`config.mk`:
```
export PLATFORM = sky130hd
export DESIGN_NAME = instr_encoder
export DESIGN_NICKNAME = d
export VERILOG_FILES = /design/src/rtl/instr_encoder.sv
export SDC_FILE = /design/constraint.sdc
export NUM_CORES = 1
export LEC_CHECK = 0
export ABC_AREA = 1
export ABC_CLOCK_PERIOD_IN_PS = 6300
export BUFFER_PORTS_ARGS = -buffer_cell sky130_fd_sc_hd__clkbuf_2
export CORE_ASPECT_RATIO = 0.8
export CORE_UTILIZATION = 38
export DETAILED_ROUTE_END_ITERATION = 10
export GPL_ROUTABILITY_DRIVEN = 1
export MAX_ROUTING_LAYER = met4
export PLACE_DENSITY = 0.6
export SLEW_MARGIN = 25
export SYNTH_ARGS = -nofsm -noshare
export SYNTH_HDL_FRONTEND = slang
export SYNTH_SLANG_ARGS = --single-unit
```
`constraint.sdc`:
```
create_clock -name clk -period 6.3 [get_ports clk]
set_input_delay 0.315 -clock clk [delete_from_list [all_inputs] [get_ports clk]]
set_output_delay 0.315 -clock clk [all_outputs]
set_load 0.01 [all_outputs]
```
`src/rtl/instr_encoder.sv`:
```
// instr_encoder: re-encodes a decoded instruction into an RV32I/Zicsr machine word
// and buffers the result in a small output FIFO. Each entry carries an illegal flag.
package instruction;
    typedef enum logic [5:0] {
        OP_LUI, OP_AUIPC, OP_JAL, OP_JALR,
        OP_BEQ, OP_BNE, OP_BLT, OP_BGE, OP_BLTU, OP_BGEU,
        OP_LB, OP_LH, OP_LW, OP_LBU, OP_LHU,
        OP_SB, OP_SH, OP_SW,
        OP_ADDI, OP_SLTI, OP_SLTIU, OP_XORI, OP_ORI, OP_ANDI,
        OP_SLLI, OP_SRLI, OP_SRAI,
        OP_ADD, OP_SUB, OP_SLL, OP_SLT, OP_SLTU, OP_XOR, OP_SRL, OP_SRA, OP_OR, OP_AND,
        OP_FENCE, OP_ECALL, OP_EBREAK, OP_MRET, OP_WFI,
        OP_CSRRW, OP_CSRRS, OP_CSRRC, OP_CSRRWI, OP_CSRRSI, OP_CSRRCI,
        OP_INVALID
    } op_e;

    typedef struct packed {
        op_e         op;
        logic [4:0]  rd;
        logic [4:0]  rs1;
        logic [4:0]  rs2;
        logic [11:0] csr;
        logic [31:0] imm;
    } t;
endpackage

module instr_encoder #(
    parameter int DEPTH = 2,
    parameter int CNT_W = 32
) (
    input  logic               clk,
    input  logic               rst_n,
    input  logic               in_valid,
    output logic               in_ready,
    input  instruction::t      in_instr,
    output logic               out_valid,
    input  logic               out_ready,
    output logic [31:0]        out_word,
    output logic               out_illegal,
    input  logic               flush,
    output logic [CNT_W-1:0]   encoded_count,
    output logic [CNT_W-1:0]   illegal_count
);
    import instruction::*;

    localparam int AW = (DEPTH > 1) ? $clog2(DEPTH) : 1;
    localparam logic [31:0] NOP_WORD = 32'h0000_0013;

    logic [31:0] imm;
    logic [4:0]  rd, rs1, rs2;
    logic [2:0]  f3;
    logic [6:0]  f7;
    logic        i_ok, b_ok, j_ok, u_ok, sh_ok;
    logic [31:0] raw_word;
    logic        enc_bad;
    logic [31:0] enc_word;

    assign imm = in_instr.imm;
    assign rd  = in_instr.rd;
    assign rs1 = in_instr.rs1;
    assign rs2 = in_instr.rs2;

    // Immediate range checks shared by the encoding classes.
    assign i_ok  = (imm[31:12] == {20{imm[11]}});
    assign b_ok  = (imm[31:13] == {19{imm[12]}}) && !imm[0];
    assign j_ok  = (imm[31:21] == {11{imm[20]}}) && !imm[0];
    assign u_ok  = (imm[11:0] == 12'h000);
    assign sh_ok = (imm[31:5] == 27'd0);

    // funct3/funct7 lookup per op; classes below only pick the field layout.
    always_comb begin
        f3 = 3'b000;
        f7 = 7'b0000000;
        case (in_instr.op)
            OP_BNE, OP_LH, OP_SH, OP_SLLI, OP_SLL, OP_CSRRW:      f3 = 3'b001;
            OP_LW, OP_SW, OP_SLTI, OP_SLT, OP_CSRRS:              f3 = 3'b010;
            OP_SLTIU, OP_SLTU, OP_CSRRC:                          f3 = 3'b011;
            OP_BLT, OP_LBU, OP_XORI, OP_XOR:                      f3 = 3'b100;
            OP_BGE, OP_LHU, OP_SRLI, OP_SRL, OP_CSRRWI:           f3 = 3'b101;
            OP_SRAI, OP_SRA:                                      f3 = 3'b101;
            OP_BLTU, OP_ORI, OP_OR, OP_CSRRSI:                    f3 = 3'b110;
            OP_BGEU, OP_ANDI, OP_AND, OP_CSRRCI:                  f3 = 3'b111;
            default:                                              f3 = 3'b000;
        endcase
        if (in_instr.op == OP_SUB || in_instr.op == OP_SRA || in_instr.op == OP_SRAI)
            f7 = 7'b0100000;
    end

    // Field packing by encoding class; unencodable words collapse to NOP.
    always_comb begin
        raw_word = NOP_WORD;
        enc_bad  = 1'b0;
        case (in_instr.op)
            OP_LUI:   begin raw_word = {imm[31:12], rd, 7'b0110111}; enc_bad = !u_ok; end
            OP_AUIPC: begin raw_word = {imm[31:12], rd, 7'b0010111}; enc_bad = !u_ok; end
            OP_JAL: begin
                raw_word = {imm[20], imm[10:1], imm[11], imm[19:12], rd, 7'b1101111};
                enc_bad  = !j_ok;
            end
            OP_JALR: begin raw_word = {imm[11:0], rs1, 3'b000, rd, 7'b1100111}; enc_bad = !i_ok; end
            OP_BEQ, OP_BNE, OP_BLT, OP_BGE, OP_BLTU, OP_BGEU: begin
                raw_word = {imm[12], imm[10:5], rs2, rs1, f3, imm[4:1], imm[11], 7'b1100011};
                enc_bad  = !b_ok;
            end
            OP_LB, OP_LH, OP_LW, OP_LBU, OP_LHU: begin
                raw_word = {imm[11:0], rs1, f3, rd, 7'b0000011};
                enc_bad  = !i_ok;
            end
            OP_SB, OP_SH, OP_SW: begin
                raw_word = {imm[11:5], rs2, rs1, f3, imm[4:0], 7'b0100011};
                enc_bad  = !i_ok;
            end
            OP_ADDI, OP_SLTI, OP_SLTIU, OP_XORI, OP_ORI, OP_ANDI: begin
                raw_word = {imm[11:0], rs1, f3, rd, 7'b0010011};
                enc_bad  = !i_ok;
            end
            OP_SLLI, OP_SRLI, OP_SRAI: begin
                raw_word = {f7, imm[4:0], rs1, f3, rd, 7'b0010011};
                enc_bad  = !sh_ok;
            end
            OP_ADD, OP_SUB, OP_SLL, OP_SLT, OP_SLTU, OP_XOR, OP_SRL, OP_SRA, OP_OR, OP_AND:
                raw_word = {f7, rs2, rs1, f3, rd, 7'b0110011};
            OP_FENCE: begin raw_word = {imm[11:0], rs1, 3'b000, rd, 7'b0001111}; enc_bad = !i_ok; end
            OP_ECALL:  raw_word = {12'h000, rs1, 3'b000, rd, 7'b1110011};
            OP_EBREAK: raw_word = {12'h001, rs1, 3'b000, rd, 7'b1110011};
            OP_MRET:   raw_word = {12'h302, rs1, 3'b000, rd, 7'b1110011};
            OP_WFI:    raw_word = {12'h105, rs1, 3'b000, rd, 7'b1110011};
            OP_CSRRW, OP_CSRRS, OP_CSRRC:
                raw_word = {in_instr.csr, rs1, f3, rd, 7'b1110011};
            OP_CSRRWI, OP_CSRRSI, OP_CSRRCI: begin
                raw_word = {in_instr.csr, imm[4:0], f3, rd, 7'b1110011};
                enc_bad  = !sh_ok;
            end
            default: enc_bad = 1'b1;
        endcase
    end

    assign enc_word = enc_bad ? NOP_WORD : raw_word;

    // ---------------- output FIFO ----------------
    logic [32:0]       mem_q [DEPTH];
    logic [AW-1:0]     wr_ptr_q, wr_ptr_d, rd_ptr_q, rd_ptr_d;
    logic [AW:0]       count_q, count_d;
    logic [31:0]       out_word_q, out_word_d;
    logic              out_ill_q, out_ill_d;
    logic [CNT_W-1:0]  enc_cnt_q, ill_cnt_q;
    logic              push, pop;

    assign in_ready    = (count_q < (AW+1)'(DEPTH));
    assign out_valid   = (count_q != '0);
    assign out_word    = out_word_q;
    assign out_illegal = out_ill_q;
    assign encoded_count = enc_cnt_q;
    assign illegal_count = ill_cnt_q;

    assign push = in_valid && in_ready && !flush;
    assign pop  = out_valid && out_ready && !flush;

    // Storage array, written on push; no reset so it maps onto plain RAM.
    always_ff @(posedge clk) begin
        if (push)
            mem_q[wr_ptr_q] <= {enc_bad, enc_word};
    end

    // Next pointers/count and next head word; a push into an empty slot bypasses the array.
    always_comb begin
        wr_ptr_d   = wr_ptr_q;
        rd_ptr_d   = rd_ptr_q;
        count_d    = count_q;
        out_word_d = out_word_q;
        out_ill_d  = out_ill_q;
        if (flush) begin
            wr_ptr_d = '0;
            rd_ptr_d = '0;
            count_d  = '0;
        end else begin
            if (push) wr_ptr_d = wr_ptr_q + 1'b1;
            if (pop)  rd_ptr_d = rd_ptr_q + 1'b1;
            case ({push, pop})
                2'b10:   count_d = count_q + 1'b1;
                2'b01:   count_d = count_q - 1'b1;
                default: count_d = count_q;
            endcase
            if (count_d != '0) begin
                if (push && (wr_ptr_q == rd_ptr_d)) begin
                    out_word_d = enc_word;
                    out_ill_d  = enc_bad;
                end else begin
                    out_word_d = mem_q[rd_ptr_d][31:0];
                    out_ill_d  = mem_q[rd_ptr_d][32];
                end
            end
        end
    end

    // Control state, registered head and statistics counters.
    always_ff @(posedge clk or negedge rst_n) begin
        if (!rst_n) begin
            wr_ptr_q   <= '0;
            rd_ptr_q   <= '0;
            count_q    <= '0;
            out_word_q <= '0;
            out_ill_q  <= 1'b0;
            enc_cnt_q  <= '0;
            ill_cnt_q  <= '0;
        end else begin
            wr_ptr_q   <= wr_ptr_d;
            rd_ptr_q   <= rd_ptr_d;
            count_q    <= count_d;
            out_word_q <= out_word_d;
            out_ill_q  <= out_ill_d;
            if (push) begin
                enc_cnt_q <= enc_cnt_q + 1'b1;
                if (enc_bad) ill_cnt_q <= ill_cnt_q + 1'b1;
            end
        end
    end
endmodule

```
Word-level counts from Yosys, hierarchy flattened
Memories as Yosys holds them, arrays and structs flattened. A register that Yosys moved wholly into a read port is not among the register bits.
Cells that the tools add are included.
{"block": "classes", "reduce_logical": 36, "eq_ne": 52, "n_addsub": 6, "order_cmp": 1, "mux": 14, "bitwise_logic": 1}
{"cell": "$pmux W32 S17", "n": 1}
{"cell": "$eq A6 B5 Y1 const B", "n": 16}
{"cell": "$eq A6 B6 Y1 const B", "n": 16}
{"cell": "$add A32 B1 Y32 const B", "n": 2}
{"cell": "$eq A6 B4 Y1 const B", "n": 8}
{"cell": "$mux W32", "n": 1}
{"cell": "$logic_not A27 Y1", "n": 1}
{"cell": "$eq A6 B3 Y1 const B", "n": 4}
{"cell": "$eq A20 B20 Y1", "n": 1}
{"cell": "$eq A19 B19 Y1", "n": 1}
{"cell": "$reduce_or A6 Y1", "n": 3}
{"cell": "$reduce_or A17 Y1", "n": 1}
{"cell": "$reduce_or A16 Y1", "n": 1}
{"cell": "$eq A6 B2 Y1 const B", "n": 2}
{"cell": "$logic_not A12 Y1", "n": 1}
{"cell": "$reduce_or A3 Y1", "n": 4}
{"cell": "$eq A11 B11 Y1", "n": 1}
{"cell": "$reduce_or A10 Y1", "n": 1}
{"cell": "$logic_not A1 Y1", "n": 8}
{"cell": "$mux W1", "n": 7}
{"cell": "$eq A6 B1 Y1 const B", "n": 1}
{"cell": "$logic_and A1 B1 Y1", "n": 6}
{"cell": "$logic_not A6 Y1", "n": 1}
{"cell": "$mux W6", "n": 1}
{"cell": "other kinds (15)", "n": 21}
{"block": "word_totals", "n_memories": 2, "out_inout_bits": 99, "regBits": 68, "word_cells": 117, "input_bits": 70, "mem_bits_rw": 66, "mem_bits_ro": 192}
{"memory": "(name not given)", "words": 64, "word_bits": 3, "rd": 1, "rd_clocked_by_memory_dff": 0, "write_ports": 0, "line": "74", "rtl": "case (in_instr.op)"}
{"memory": "mem_q", "words": 2, "word_bits": 33, "rd": 1, "rd_clocked_by_memory_dff": 1, "write_ports": 1, "line": "141", "rtl": "logic [32:0] mem_q [DEPTH];"}

Logic depth before layout (Yosys ltp)
Gate-level depths: netlist of the first run.
{"block": "logic_depth", "ltp_word": 8, "mapped_depth": 20, "mapped_depth_nobuf": 19}

Worst setup path after synthesis of the first run
Ideal clock, no wire load.
{"block": "synth_timing", "path_kind": "input to register", "start": "in flush", "end": "mem mem_q[1][10] (enable)", "slack_ps": 3182, "t_required_ps": 5842, "setup_ps": 458, "cell_stages": 3, "arrival_time_ps": 2660, "path_buffers": 0, "cell_sequence": "inv_1 -> nand2_1 -> nor3_1"}
{"block": "synth_between", "elab_chain_len": 4}
{"item": "start, declared", "line": "40", "rtl": "input logic flush,"}
{"item": "$logic_not A1 Y1", "line": "156", "rtl": "assign push = in_valid && in_ready && !flush;"}
{"item": "$logic_and A1 B1 Y1", "line": "156"}
{"item": "$mux W1", "line": "161", "rtl": "if (push)"}
{"item": "$mux W1 (not written as such)", "line": "162", "rtl": "mem_q[wr_ptr_q] <= {enc_bad, enc_word};"}
{"item": "end, declared", "line": "141"}
Every way passes these cells.

Final worst setup path of the first run
{"block": "layout_timing", "start": "in in_instr[59] (netlist bit)", "end": "reg ill_cnt_q[19], in the netlist illegal_count[19]"}
{"block": "layout_between", "elab_chain_len": 4, "word_cells_on_any_way": 55, "classes_between": "47 x eq/ne; 1 x mux; 7 x reduce/logical"}
{"item": "start, declared", "line": "35", "rtl": "input instruction::t in_instr,"}
{"item": "$eq A6 B5 Y1, or another cell as far along", "line": "93", "rtl": "case (in_instr.op)"}
{"item": "$reduce_or A17 Y1 (no line), or another cell as far along"}
{"item": "$pmux W1 S6 *", "line": "93"}
{"item": "named net enc_bad", "line": "55", "rtl": "logic enc_bad;"}
{"item": "$reduce_and A2 Y1 (no line) *"}
{"item": "end signal, assigned", "line": "214", "rtl": "if (enc_bad) ill_cnt_q <= ill_cnt_q + 1'b1;"}
{"item": "end, declared", "line": "146", "rtl": "logic [CNT_W-1:0] enc_cnt_q, ill_cnt_q;"}
Mark *: on every way through the listed nets, which the timed path passes. The rest lies on a longest branch.
A chain may end at the register's enable or synchronous reset.

==> results of run 1 <==
[placed cells by master (no fill, tap or decap), types with 2 or more instances in the layout]
| master | n |
|---|---|
| nand2_1 | 457 |
| clkbuf_2 | 167 |
| dfrtp_1 | 100 |
| inv_1 | 98 |
| nor2_1 | 92 |
| edfxtp_1 | 62 |
| nand3_1 | 46 |
| a21oi_1 | 42 |
| xor2_1 | 41 |
| mux2i_1 | 30 |
| xnor2_1 | 21 |
| nor3_1 | 20 |
| nand4_1 | 19 |
| nand2_2 | 17 |
| clkbuf_16 | 17 |
| inv_2 | 15 |
| nor2_2 | 15 |
| o21ai_0 | 15 |
| ha_1 | 12 |
| nor4_1 | 11 |
| a22oi_1 | 10 |
| nor2_4 | 7 |
| buf_4 | 7 |
| inv_6 | 6 |
| o22ai_1 | 5 |
| o21ai_2 | 4 |
| inv_8 | 4 |
| nand2_4 | 3 |
| nand3_2 | 3 |
| nand3b_1 | 3 |
| clkinv_8 | 3 |
| nor2_8 | 2 |
| inv_4 | 2 |
| o21ai_1 | 2 |
| a32o_1 | 2 |
| nor3_2 | 2 |
| clkinv_4 | 2 |
[routing by layer]
metal,vias up,track usage,part of all wire
met5,-,-,0
met4,0,0.0576,0.014
met1,3958,0.333,0.51
met3,29,0.0501,0.070
met2,330,0.316,0.41
li1,4194,-,-
[synthesized netlist by cell type (all sizes together) (12+ instances only)]
cell type / n
nand2: 478
inv: 116
nor2: 116
dfrtp: 100
edfxtp: 62
nand3: 49
a21oi: 42
xor2: 41
mux2i: 30
nor3: 22
xnor2: 22
buf: 21
o21ai: 21
nand4: 19
ha: 12
[critical path, cell delays in order]
cell and delay, ns:
clkbuf_2 0.13, inv_1 0.17, ha_1 0.33, inv_2 0.09, nand2_1 0.12, nand2_4 0.08, nand2_2 0.09, nand2_2 0.10
nand2_2 0.30, nor2_4 0.07, nand2_4 0.12, nor2_2 0.04, nand3_2 0.06, nand2_2 0.09, nand2_2 0.58, clkinv_2 0.56
nand2_1 0.19, nand2_1 0.07
[metrics by stage]
step	power, mW	instances	instance area, sq um	hold WS (ns)
floorplan	1.83	1204	9580	0.0194
global placement	2.14	1666	10700	0.308
detailed placement	2.15	1666	10700	0.305
CTS	3.22	1699	11300	0.114
global route	3.36	1699	11300	0.114
finish	3.19	1699	11300	0.132
[registers in the layout, indices dropped and copies added (netlist names)]
signal	count
mem_q	62
encoded_count	32
illegal_count	32
out_word	31
count_q	2
out_illegal	1
rd_ptr_q	1
wr_ptr_q	1
[cells by family after synthesis]
group	after synthesis
compound gates	87
xor+xnor	63
fa+ha+maj	12
buf+inv	148
flops	162
mux	30
simple gates	702
[what timing repair did]
item / 4_1_cts / 5_1_grt
hold buffers: 1 / 0
hold endpoints to repair: 34 / 0
setup endpoints to repair: 0 / 0
[power by group]
group,switching [mW],total [mW],internal (mW)
combinational,0.470,0.740,0.270
sequential,0.139,1.39,1.25
clock,0.488,1.06,0.573
total,1.10,3.19,2.09
[worst max path at each step]
stage / start / end / slack, ns / depth (start not counted)
finish: in_instr[59] / illegal_count[19] / 3.07 / 18
global route: in_instr[59] / illegal_count[19] / 2.73 / 18
CTS: in_instr[59] / illegal_count[1] / 3.11 / 18
detailed placement: in_instr[59] / illegal_count[1] / 2.67 / 18
global placement: in_instr[59] / illegal_count[12] / 2.75 / 18
floorplan: flush / mem_q[1][10] / 3.18 / 3
[area by class of cell]
| class | count | area, sq um | area share |
|---|---|---|---|
| clock buffers | 17 | 425 | 0.0376 |
| clock inverters | 15 | 185 | 0.0164 |
| inverters | 118 | 454 | 0.0401 |
| multi-input cells | 894 | 4590 | 0.406 |
| flip-flops and latches | 162 | 4360 | 0.386 |
| well taps | 318 | 398 | 0.0352 |
| repair buffers | 175 | 898 | 0.0794 |
==> run metrics, run 1 <==
Fmax achieved=310 MHz; Starting Density=0.390; Routability Congestion=0.993; H-tree depth=4; wire per inst=16.3 microns; Synth Area in Adders=0.0157; min Tclk post-route=3.23 ns; Post-synth EDFFs=62; clock slew at reported path FFs=0.07 ns; 1st-iter DRT viols=801; DR vias=8511; worst reg2reg startpoint=count_q[1]; Yosys top cell area share=0.261; Post-DP HPWL=20900 microns; antenna cell count=0; Crit Path Class=input port to flip-flop; Area growth syn-to-layout=18.1%; core area=24600 sq um; cell taking the most area after synthesis=dfrtp_1; HP Class=input port to flip-flop; GRT Residual Overflow=0; final net count=1450; Hold Path Origin=flush; via/cell ratio=5.01; XOR/XNOR Fraction of Synth Area=0.0595; Hold EP=rd_ptr_q; Tot GR Track Use=0.228; RSZ-0062 raised after global routing=no; max-slew violation count=0; Synth Area in Compound Gates=0.0538; Max-Cap Viols=0; Root Driver=clkbuf_16; Num CTS Buffers=17; Synth Register Bits=162; Async SR Flop Fraction=0.617; failing checks=DRC; CTS tree=yes; setup TNS=0 ns; status=finished, violations left; setup violators final=0; CTS Buffer Depth=2; reg-to-reg endpoint=out_word[4]; die area=25900 sq um; Worst-Skew Late Latency=0.43 ns; Post-CTS Resized=0; CP max FO=38; dominant combinational cell family by area after synthesis=simple AND/OR/NAND/NOR gates; power per cell area=282 nW/um^2; YS warnings=0; num rows=51; share of synthesized area spent on multiplexers=0.0313; die width=180 microns; Gate Count Post-Synth=1204; Port Buf Inserts=168; Clock Sink Count=162; Tcrit/Tclk final=0.512; drt drc=7; Data required, critical path=6.60 ns; final wirelength=27600 microns; FILL cells=2515; Core Util, Final=0.461; Yosys cell types=50; initial antenna violation count=0; register area share after synthesis=0.455; arrival time worst endpoint=3.53 ns; Die Y=144 microns; # Post-CTS Setup Buffers=0; Boundary Pins=169; largest net degree at the start of global routing=67; number of global-route vias before repair=8113; simple-gate portion of the synthesized area=0.317; Synth Cell Area=9580 sq um; critical path startpoint category=input port; Routed Antenna Nets=0; dominant cells by area after synthesis=dfrtp_1 (26%), edfxtp_1 (19%), nand2_1 (18%), inv_1 (3.8%), xor2_1 (3.7%); reg2reg path depth=13; pre-CTS setup slack=2.67 ns; first-pass GRT wire length=44300 microns; Pleak=5.90 nW; final hold viol count=0; fraction of layout cells with a size suffix above 1=0.204; syn_nets=1286; Worst-Margin Slew=0.871 ns; R2R Setup Slk=3.38 ns; skew final=0.0129 ns; Rel. slew slack=0.419; Mean Syn Cell Area=7.96 sq um; Worst Hold Depth=2; final worst slack=3.07 ns; most used flip-flop cell after synthesis=dfrtp_1; Peak supply drop=0.000227 V; DR pass1 iterations=9; CP Capture Type=flip-flop
Note: power is estimated with default switching activity, not from simulation.
==> run 2, diff against run 1 <==
ABC_CLOCK_PERIOD_IN_PS = 3260   (was 6300)
clock period = 3.26 ns   (was 6.3 ns; I/O delays follow)
==> run 2 against run 1 <==
  * The run still ends with DRC left
  * Count of clock-buffer cells in the layout rose by 3
  * Final cell count rose by 0.35%
  * Worst hold slack improved by 0.010 ns
  * Register-to-register slack got worse by 2.7 ns
  * Critical path type is now flip-flop to flip-flop
  * Largest cell class unchanged
==> run metrics, run 2 (same netlist as run 1, synthesis figures left out) <==
failing checks=DRC; antenna cell count=0; Post-DP HPWL=21100 microns; wire per inst=16.3 microns; HP Class=input port to flip-flop; die area=25900 sq um; CP max FO=60; Clock Sink Count=162; Post-CTS Resized=0; initial antenna violation count=0; final worst slack=0.637 ns; largest stage delay on the critical path=0.49 ns; core area=24600 sq um; Pleak=5.90 nW; arrival time worst endpoint=2.98 ns; setup TNS=0 ns; RSZ-0062 raised after global routing=no; Num CTS Buffers=17; fraction of layout cells with a size suffix above 1=0.205; final wirelength=27800 microns; Peak supply drop=0.000366 V; # Post-CTS Setup Buffers=0; Crit Path Class=flip-flop to flip-flop; final net count=1456; Starting Density=0.390; DR vias=8552; CTS Hold Bufs=2; min Tclk post-route=2.62 ns; critical path startpoint category=flip-flop; number of global-route vias before repair=7991; Worst-Skew Late Latency=0.42 ns; Fmax achieved=381 MHz; CTS Buffer Depth=2; Core Util, Final=0.461; most frequent cells in the layout=nand2_1 (457), clkbuf_2 (167), dfrtp_1 (100); die width=180 microns; Die Y=144 microns; Worst-Margin Slew=0.754 ns; Routed Antenna Nets=0; skew final=0.00893 ns; Root Driver=clkbuf_16; slowest library cell on the worst path=dfrtp_1; H-tree depth=4; final hold viol count=0; pre-CTS setup slack=0.561 ns; CP Capture Type=flip-flop; clock slew at reported path FFs=0.06 ns; status=finished, violations left; Tot GR Track Use=0.230; Boundary Pins=169; Port Buf Inserts=168; Biggest register=mem_q; CTS tree=yes; first-pass GRT wire length=44500 microns; via/cell ratio=5.02; cell mode on critical path=nand2_1; critical path cell sequence=inv_2, nand2_1, nand2_1, nor2_4, ha_1, inv_1, nand2_1, nor2_1, nor2_1, nor2_1, inv_1, nand2_1, clkinv_1, buf_12, a21oi_1, nand2_1, nand2_1; Max-Cap Viols=0; Routability Congestion=0.975; Area growth syn-to-layout=18.1%; drt drc=7; number of flip-flops in the largest register=62; num rows=51; DR pass1 iterations=8; GRT Residual Overflow=0; Tcrit/Tclk final=0.804; power per cell area=531 nW/um^2; Data required, critical path=3.62 ns; most common cell after layout, fill and taps aside=nand2_1; setup violators final=0; max-slew violation count=0; 1st-iter DRT viols=683; Rel. slew slack=0.497; largest net degree at the start of global routing=61
## run 2: cell types whose count changed in the layout (fill, tap and decap cells not counted), moves of 2 or more
cell,before,now
clkbuf_1,0,2
clkinvlp_4,0,3
inv_6,6,4
inv_8,4,1
clkinv_8,3,0
buf_4,7,11
## run 2: power by group
part / switching [mW] / internal [mW] / total, mW
Sequential: 0.252 / 2.42 / 2.67
Combinational: 0.920 / 0.535 / 1.45
Clock: 0.851 / 1.03 / 1.89
Total: 2.02 / 3.99 / 6.01
## run 2: worst paths after layout
check                                          to  slack (ns)   startpoint  cells past startpoint
worst max-delay path                 out_word[21]        0.64   count_q[1]                     17
worst min-delay path                     wr_ptr_q        0.14     in_valid                      4
worst max register to register       out_word[21]        0.64   count_q[1]                     17
worst min register to register        out_word[8]        0.48  out_word[8]                      2
max in group asynchronous            out_word[14]        2.19        rst_n                      3
min in group asynchronous       encoded_count[13]        0.33        rst_n                      2
## run 2: per-layer routing
metal	track usage	part of all wire	up-vias
met3	0.0509	0.071	18
met5	-	0	-
met2	0.314	0.41	302
li1	-	-	4208
met1	0.343	0.51	4024
met4	0.0476	0.0099	0
## run 2: cell type report
type | instances | area (sq um)
inverter | 118 | 454
sequential | 162 | 4360
multi-input combinational | 894 | 4580
timing repair buffer | 181 | 958
fill | 2457 | 13300
tap | 318 | 398
clock buffer | 20 | 458
clock inverter | 12 | 97.6
## run 2: worst max-delay path, delay by kind of cell (launching register included)
kind | cells | cell delay [ns]
AOI/OAI and AO/OA | 1 | 0.16
adders and majority gates | 1 | 0.27
buffers and inverters | 5 | 0.57
DFF | 1 | 0.49
and+or+nand+nor | 10 | 1.06
## run 2: stage by stage
| stage | hold slack [ns] | power, mW | std cells | instance area (sq um) |
|---|---|---|---|---|
| after CTS | 0.125 | 6.07 | 1705 | 11300 |
| after global routing | 0.164 | 6.37 | 1705 | 11300 |
| after detailed placement | 0.284 | 4.17 | 1671 | 10700 |
| after global placement | 0.287 | 4.15 | 1671 | 10700 |
| after floorplan | -0.133 | 3.55 | 1204 | 9580 |
| final | 0.142 | 6.01 | 1705 | 11300 |
